### src/rtl/mips_cpu_bus_arbiter.sv
// Round-robin arbiter that places the CPU fetch and data ports onto one shared
// memory bus. At most one transfer is in flight; the slave has a one-cycle read latency.
module mips_cpu_bus_arbiter #(
  parameter int ADDR_W = 16
) (
  input  logic              clk,
  input  logic              reset,
  input  logic              i_read,
  input  logic [31:0]       i_addr,
  output logic              i_waitrequest,
  output logic [31:0]       i_readdata,
  input  logic              d_read,
  input  logic              d_write,
  input  logic [31:0]       d_addr,
  input  logic [3:0]        d_byteenable,
  input  logic [31:0]       d_writedata,
  output logic              d_waitrequest,
  output logic [31:0]       d_readdata,
  output logic              m_read,
  output logic              m_write,
  output logic [ADDR_W-1:0] m_addr,
  output logic [3:0]        m_byteenable,
  output logic [31:0]       m_writedata,
  input  logic              m_waitrequest,
  input  logic [31:0]       m_readdata
);

  localparam logic [1:0] S_IDLE  = 2'd0;
  localparam logic [1:0] S_ISSUE = 2'd1;
  localparam logic [1:0] S_RDATA = 2'd2;
  localparam logic [1:0] S_DONE  = 2'd3;

  localparam logic OWN_I = 1'b0;
  localparam logic OWN_D = 1'b1;

  logic [1:0]        state_q, state_d;
  logic              owner_q, owner_d;
  logic              last_q, last_d;
  logic              m_read_q, m_read_d;
  logic              m_write_q, m_write_d;
  logic [ADDR_W-1:0] m_addr_q, m_addr_d;
  logic [3:0]        m_be_q, m_be_d;
  logic [31:0]       m_wdata_q, m_wdata_d;
  logic [31:0]       i_rdata_q, i_rdata_d;
  logic [31:0]       d_rdata_q, d_rdata_d;

  logic i_req, d_req, grant_d, done_i, done_d;

  assign i_req = i_read;
  assign d_req = d_read | d_write;

  // On a tie the port that did not win last time gets the bus.
  assign grant_d = d_req & (~i_req | (last_q == OWN_I));

  assign done_i = (state_q == S_DONE) & (owner_q == OWN_I);
  assign done_d = (state_q == S_DONE) & (owner_q == OWN_D);

  assign i_waitrequest = i_req & ~done_i;
  assign d_waitrequest = d_req & ~done_d;

  always_comb begin
    state_d   = state_q;
    owner_d   = owner_q;
    last_d    = last_q;
    m_read_d  = m_read_q;
    m_write_d = m_write_q;
    m_addr_d  = m_addr_q;
    m_be_d    = m_be_q;
    m_wdata_d = m_wdata_q;
    i_rdata_d = i_rdata_q;
    d_rdata_d = d_rdata_q;
    case (state_q)
      S_IDLE: begin
        if (i_req | d_req) begin
          state_d = S_ISSUE;
          owner_d = grant_d;
          if (grant_d) begin
            // A simultaneous read+write is issued as a write.
            m_write_d = d_write;
            m_read_d  = ~d_write;
            m_addr_d  = d_addr[ADDR_W-1:0];
            m_be_d    = d_byteenable;
            m_wdata_d = d_writedata;
          end else begin
            m_write_d = 1'b0;
            m_read_d  = 1'b1;
            m_addr_d  = i_addr[ADDR_W-1:0];
            m_be_d    = 4'b1111;
            m_wdata_d = '0;
          end
        end
      end
      S_ISSUE: begin
        if (!m_waitrequest) begin
          m_read_d  = 1'b0;
          m_write_d = 1'b0;
          state_d   = m_write_q ? S_DONE : S_RDATA;
        end
      end
      S_RDATA: begin
        if (owner_q == OWN_D) d_rdata_d = m_readdata;
        else                  i_rdata_d = m_readdata;
        state_d = S_DONE;
      end
      S_DONE: begin
        last_d  = owner_q;
        state_d = S_IDLE;
      end
      default: state_d = S_IDLE;
    endcase
  end

  always_ff @(posedge clk or posedge reset) begin
    if (reset) begin
      state_q   <= S_IDLE;
      owner_q   <= OWN_I;
      last_q    <= OWN_I;
      m_read_q  <= 1'b0;
      m_write_q <= 1'b0;
      m_addr_q  <= '0;
      m_be_q    <= '0;
      m_wdata_q <= '0;
      i_rdata_q <= '0;
      d_rdata_q <= '0;
    end else begin
      state_q   <= state_d;
      owner_q   <= owner_d;
      last_q    <= last_d;
      m_read_q  <= m_read_d;
      m_write_q <= m_write_d;
      m_addr_q  <= m_addr_d;
      m_be_q    <= m_be_d;
      m_wdata_q <= m_wdata_d;
      i_rdata_q <= i_rdata_d;
      d_rdata_q <= d_rdata_d;
    end
  end

  assign m_read       = m_read_q;
  assign m_write      = m_write_q;
  assign m_addr       = m_addr_q;
  assign m_byteenable = m_be_q;
  assign m_writedata  = m_wdata_q;
  assign i_readdata   = i_rdata_q;
  assign d_readdata   = d_rdata_q;

  // Address bits above ADDR_W are dropped by design.
  logic unused_addr_hi;
  assign unused_addr_hi = ^{i_addr[31:ADDR_W], d_addr[31:ADDR_W]};

endmodule

### config.mk
export PLATFORM = sky130hd
export DESIGN_NAME = mips_cpu_bus_arbiter
export DESIGN_NICKNAME = d
export VERILOG_FILES = /design/src/rtl/mips_cpu_bus_arbiter.sv
export SDC_FILE = /design/constraint.sdc
export NUM_CORES = 1
export LEC_CHECK = 0
export ABC_CLOCK_PERIOD_IN_PS = 4470
export CORE_MARGIN = 4
export CORE_UTILIZATION = 35
export CTS_BUF_LIST = sky130_fd_sc_hd__clkbuf_16
export DETAILED_ROUTE_END_ITERATION = 12
export PLACE_DENSITY = 0.76
export SYNTH_ARGS = -nofsm -noshare
export SYNTH_HDL_FRONTEND = slang
export SYNTH_SLANG_ARGS = --single-unit
### constraint.sdc
create_clock -name clk -period 4.47 [get_ports clk]
set_clock_uncertainty 0.15 [all_clocks]
set_input_delay 0.894 -clock clk [delete_from_list [all_inputs] [get_ports clk]]
set_output_delay 0.894 -clock clk [all_outputs]
set_load 0.01 [all_outputs]
==> results of run 1 <==
==> layer usage <==
metal	track usage, %	wire, um	vias to the layer above	share of wire (%)
met5	0	0	-	0
met4	6.57	182	0	1.4
li1	-	-	1640	-
met1	19.0	5040	1756	40
met3	9.55	1510	16	12
met2	26.4	5960	177	47
==> state kept, by name, indices dropped and copies added, names as in the netlist <==
name	cells
d_readdata	32
i_readdata	32
m_writedata	32
m_addr	16
m_byteenable	4
state_q	2
last_q	1
m_read	1
m_write	1
owner_q	1
==> worst max-delay path, delay by kind of cell <==
kind                   cells  cell delay, ns
AO/OA/AOI/OAI              1            0.19
buffers and inverters      3            1.35
==> power groups by stage <==
| stage | Combinational (mW) | Clock (mW) | Sequential, mW |
|---|---|---|---|
| finish | 2.54 | 1.46 | 1.95 |
| global route | 2.73 | 1.54 | 2.02 |
| CTS | 2.58 | 1.49 | 1.96 |
| detailed placement | 2.58 | 0 | 1.96 |
| global placement | 2.52 | 0 | 1.93 |
| floorplan | 0.976 | 0 | 2.17 |
==> layout make-up <==
cell class | count | area (um2)
Timing Repair Buffer | 228 | 2290
Clock buffer | 17 | 425
Fill cell | 1078 | 5490
Tap cell | 176 | 220
Clock inverter | 15 | 208
Inverter | 6 | 25.0
Multi-Input combinational cell | 179 | 1640
Sequential cell | 122 | 3050
==> how the worst min path moves through the flow <==
stage                               from  cells past startpoint              to  slack (ns)
after detailed placement       m_addr[8]                      2       m_addr[8]        0.32
final                          m_addr[9]                      2       m_addr[9]        0.33
after CTS                      m_addr[8]                      2       m_addr[8]        0.33
after global routing      i_readdata[25]                      1  i_readdata[25]        0.35
after floorplan               m_addr[15]                      2      m_addr[15]        0.36
after global placement        m_addr[10]                      2      m_addr[10]        0.32
==> cells in the final DEF (no fill, tap or decap), types with 5 or more instances in the layout <==
| master | instances |
|---|---|
| clkbuf_16 | 17 |
| mux2i_1 | 17 |
| bufinv_16 | 5 |
| mux2_2 | 63 |
| clkdlybuf4s50_1 | 225 |
| dfrtp_1 | 122 |
| nand2_1 | 18 |
| inv_1 | 7 |
| ha_1 | 5 |
| a22o_1 | 32 |
| o21ai_0 | 11 |
| o21ai_1 | 6 |
==> kinds of logic (layout without fill, tap and decap cells) <==
family                     after synthesis  in the layout
buffers and inverters                   23            266
and+or+nand+nor                         26             26
AOI/OAI and AO/OA                       65             65
DFF                                    122            122
adders and majority gates                5              5
muxes                                   83             83
==> per-stage QoR <==
step	cells	utilization, %	cell area [um2]
floorplan	324	-	4800
global route	743	58.8	7850
CTS	743	58.8	7850
detailed placement	711	54.1	7220
finish	743	58.8	7850
global placement	711	54.1	7220
==> impl_metrics.toml, run 1 <==
[yosys]
synth_top_cell_area_share_pct = 63.7
synth_compound_area_share_pct = 10.8
synthMuxAreaShare_pct = 19.1
ys_ff_latch = 122
synthAdderAreaFrac_pct = 1.30
synth_flop_cell = "dfrtp_1"
postSynthAreaPerCell_um2 = 14.8
synth-xor-area-share_pct = 0
syn-num-nets = 467
synth.distinct_cells = 31
synth_area_um2 = 4800
async_flop_share_pct = 100
synth.most_common_cell = "dfrtp_1"
ys_seq_area_share_pct = 63.7
synth_area_leaders = "dfrtp_1, mux2_2, a22o_1"
synth-simple-area-share_pct = 2.69
synth_edf_count = 0
syn_inst = 324
synth_largest_area_cell = "dfrtp_1"
synth_top_family_by_area = "multiplexers"
synth_common_cells = "dfrtp_1, mux2_2, a22o_1"
ys_warn_count = 0

[cells_and_area]
diodes = 0
drive_gt1_share_pct = 18.7
nets = 697
area_growth_pct = 63.8

[setup_path]
required_ns = 3.43
cp_common_cell = "clkdlybuf4s50_1"
cp_max_fo = 5
path_cells = "clkdlybuf4s50_1 -> inv_1 -> a21oi_1 -> clkdlybuf4s50_1"
cp-endpoint = "i_waitrequest"
r2r-end = "m_writedata[27]"
path_class = "input port to output pin"
crit_arrival_ns = 2.44
worstSetupStartpoint = "i_read"
crit_path_max_incr_delay_ns = 0.65
rr_worst_depth = 5
r2r_start = "state_q[0]"
crit_path_end_kind = "output pin"
start_kind = "input port"
reg2reg_slack_ns = 2.03
cp_slowest_cell = "clkdlybuf4s50_1"

[sta]
finalSetupViolations = 0
worst_slew_pin_slew_ns = 1.18
hold_viol = 0
fin_crit_ns = 3.49
finalCritPeriodShare_pct = 78.0
max-slew-margin-rel_pct = 21.2
fin_ws_ns = 0.984
slew_violations = 0
final.setup.tns_ns = 0
timing.hold.ws_ns = 0.330
rsz0062_at_grt = "false"
fmax_mhz = 287

[grt]
grt_pass1_vias = 3948
grt_pass1_wl_mm = 20.7
grt_max_degree = 65
antenna_found_initial = 0
grt_usage_pct = 16.8
grt_overflow = 0

[drt]
drcViolationCount = 0
final_antenna_net_count = 0
vias_per_cell = 4.83
first_pass_iters = 5
drt-total-wl_mm = 12.7
wire_per_inst_um = 17.1
dr.first_iter.drc_count = 144
vias = 3589

[power_and_ir_drop]
switching_share_pct = 30.1
power_frac_seq_pct = 32.8
clkPwrFrac_pct = 24.5
total_leakage_power_nw = 3.33
p_int_mw = 4.16
ir_worst_vdd_mv = 0.385
power_density_nw_per_um2 = 757
combPwrFrac_pct = 42.7
p_total_mw = 5.95
p_sw_mw = 1.79

[clocking]
clock-root-buffer = "clkbuf_16"
post_cts_resized = 0
cts_tree = "yes"
clockBufferDepth = 2
cts_made_buffers = 17
path_clk_slew_ns = 0.05
clock-sinks = 122
clock_latency_ns = 0.41
post_cts_buffers = 0
cts_htree_levels = 4
cts_hold_buf = 0

[floorplanning]
die_y_um = 125
num_io_pins = 258
rows = 42
die_width_um = 125
dieArea_um2 = 15600
start_util_pct = 35.9
fp.coreArea_um2 = 13300

[status]
status = "finished clean"

[hold_path]
min_path_type = "flop to flop"

[placement]
place_congestion = 0.814
portBuffers = 225
dp_hpwl_mm = 9.24
dp_slack_ns = 1.00

[run]
drv_cap = 0
Power figures use the tool's default switching activity.
==> run 2, diff against run 1 <==
ABC_CLOCK_PERIOD_IN_PS = 2950   (was 4470)
clock period = 2.95 ns   (was 4.47 ns; I/O delays follow)
==> impl_metrics.toml, run 2 (synthesized netlist as in run 1, its figures left out) <==
[drt]
final_antenna_net_count = 0
wire_per_inst_um = 16.4
dr.first_iter.drc_count = 136
vias_per_cell = 4.78
vias = 3555
drcViolationCount = 0
first_pass_iters = 4
drt-total-wl_mm = 12.2

[setup_path]
cp_max_fo = 3
required_ns = 2.21
crit_path_end_kind = "output pin"
start_kind = "input port"
cp_top_family = "buffers and inverters"
cp.buffers_inverters = 2
crit_path_max_incr_delay_ns = 0.57
cp_common_cell = "clkdlybuf4s50_1"
cp_slowest_cell = "clkdlybuf4s50_1"
path_cells = "clkdlybuf4s50_1 -> nor2_1 -> a21oi_1 -> clkdlybuf4s50_1"
path_class = "input port to output pin"
crit_arrival_ns = 1.85

[clocking]
clock-root-buffer = "clkbuf_16"
cts_hold_buf = 0
post_cts_resized = 0
clock-sinks = 122
clock_latency_ns = 0.40
cts_made_buffers = 17
post_cts_buffers = 0
path_clk_slew_ns = 0.05
clockBufferDepth = 2
cts_htree_levels = 4
cts_tree = "yes"

[placement]
place_congestion = 0.761
portBuffers = 225
dp_slack_ns = 0.229
placed_area_um2 = 7290
dp_hpwl_mm = 9.02
placed_cells_incl_taps = 717

[floorplanning]
start_util_pct = 35.9
die_y_um = 125
fp.coreArea_um2 = 13300
dieArea_um2 = 15600
die_width_um = 125
num_io_pins = 258
rows = 42

[grt]
grt_pass1_wl_mm = 19.8
grt_pass1_vias = 3957
antenna_found_initial = 0
grt_usage_pct = 15.9
grt_overflow = 0
grt_max_degree = 65

[cells_and_area]
drive_gt1_share_pct = 18.1
final_common_cell = "clkdlybuf4s50_1"
nets = 703
area_growth_pct = 62.3
finalNonFillerCells = 744
diodes = 0
fin_area_um2 = 7780
final_cell_mix = "clkdlybuf4s50_1, dfrtp_1, mux2_2, a22o_1, nand2_1"

[sta]
finalCritPeriodShare_pct = 87.9
fmax_mhz = 386
fin_crit_ns = 2.59
worst_slew_pin_slew_ns = 1.21
finalSetupViolations = 0
slew_violations = 0
final.setup.tns_ns = 0
rsz0062_at_grt = "false"
fin_ws_ns = 0.357
hold_viol = 0
max-slew-margin-rel_pct = 19.3

[power_and_ir_drop]
p_total_mw = 8.57
power_density_nw_per_um2 = 1100
total_leakage_power_nw = 3.31
ir_worst_vdd_mv = 0.518

[hold_path]
min_path_type = "flop to flop"

[status]
status = "finished clean"

[run]
drv_cap = 0
## run 2: changes by cell type in the layout (fill, tap and decap cells not counted), sizes merged
cell	previous run	this run
clkinvlp	3	1
clkinv	5	7
inv	8	7
bufinv	5	1
buf	3	9
## run 2: path summary, 6_finish.rpt
check                      slack [ns]  cells past startpoint             end  startpoint
setup / recovery                 0.36                      4   d_waitrequest      d_read
hold / removal                   0.33                      2       m_addr[5]   m_addr[5]
setup reg to reg                 0.50                      5  m_writedata[3]  state_q[0]
hold reg to reg                  0.33                      2       m_addr[5]   m_addr[5]
max in group asynchronous        1.84                      3         owner_q       reset
min in group asynchronous        0.53                      3       m_addr[4]       reset
## run 2: tightest hold or removal path: stages, from the launching register on
cell and delay (ns):
dfrtp_1 0.34, nand2_1 0.04, o21ai_0 0.06
## run 2: cell type report
| type | count | area [um2] |
|---|---|---|
| fillers | 1087 | 5560 |
| flip-flops and latches | 122 | 3050 |
| repair buffers | 234 | 2360 |
| multi-input cells | 179 | 1640 |
| clock buffers | 17 | 425 |
| well taps | 176 | 220 |
| clock inverters | 10 | 66.3 |
| inverters | 6 | 26.3 |
## run 2: report_power, final
| part | total [mW] | switching [mW] | internal, mW |
|---|---|---|---|
| clock network | 1.74 | 0.640 | 1.10 |
| logic | 3.86 | 1.51 | 2.35 |
| registers | 2.96 | 0.462 | 2.50 |
## run 2: metal layers
metal / GRT usage (%) / up-vias / part of all wire, %
li1: - / 1642 / -
met1: 18.3 / 1727 / 40
met2: 25.4 / 170 / 48
met3: 7.63 / 16 / 10
met4: 6.57 / 0 / 2.1
met5: 0 / - / 0
## run 2: through the flow
step	hold slack, ns	util, %
after floorplan	0.364	-
after global placement	0.315	54.6
after detailed placement	0.328	54.6
after CTS	0.338	58.3
after global routing	0.359	58.3
final	0.329	58.3
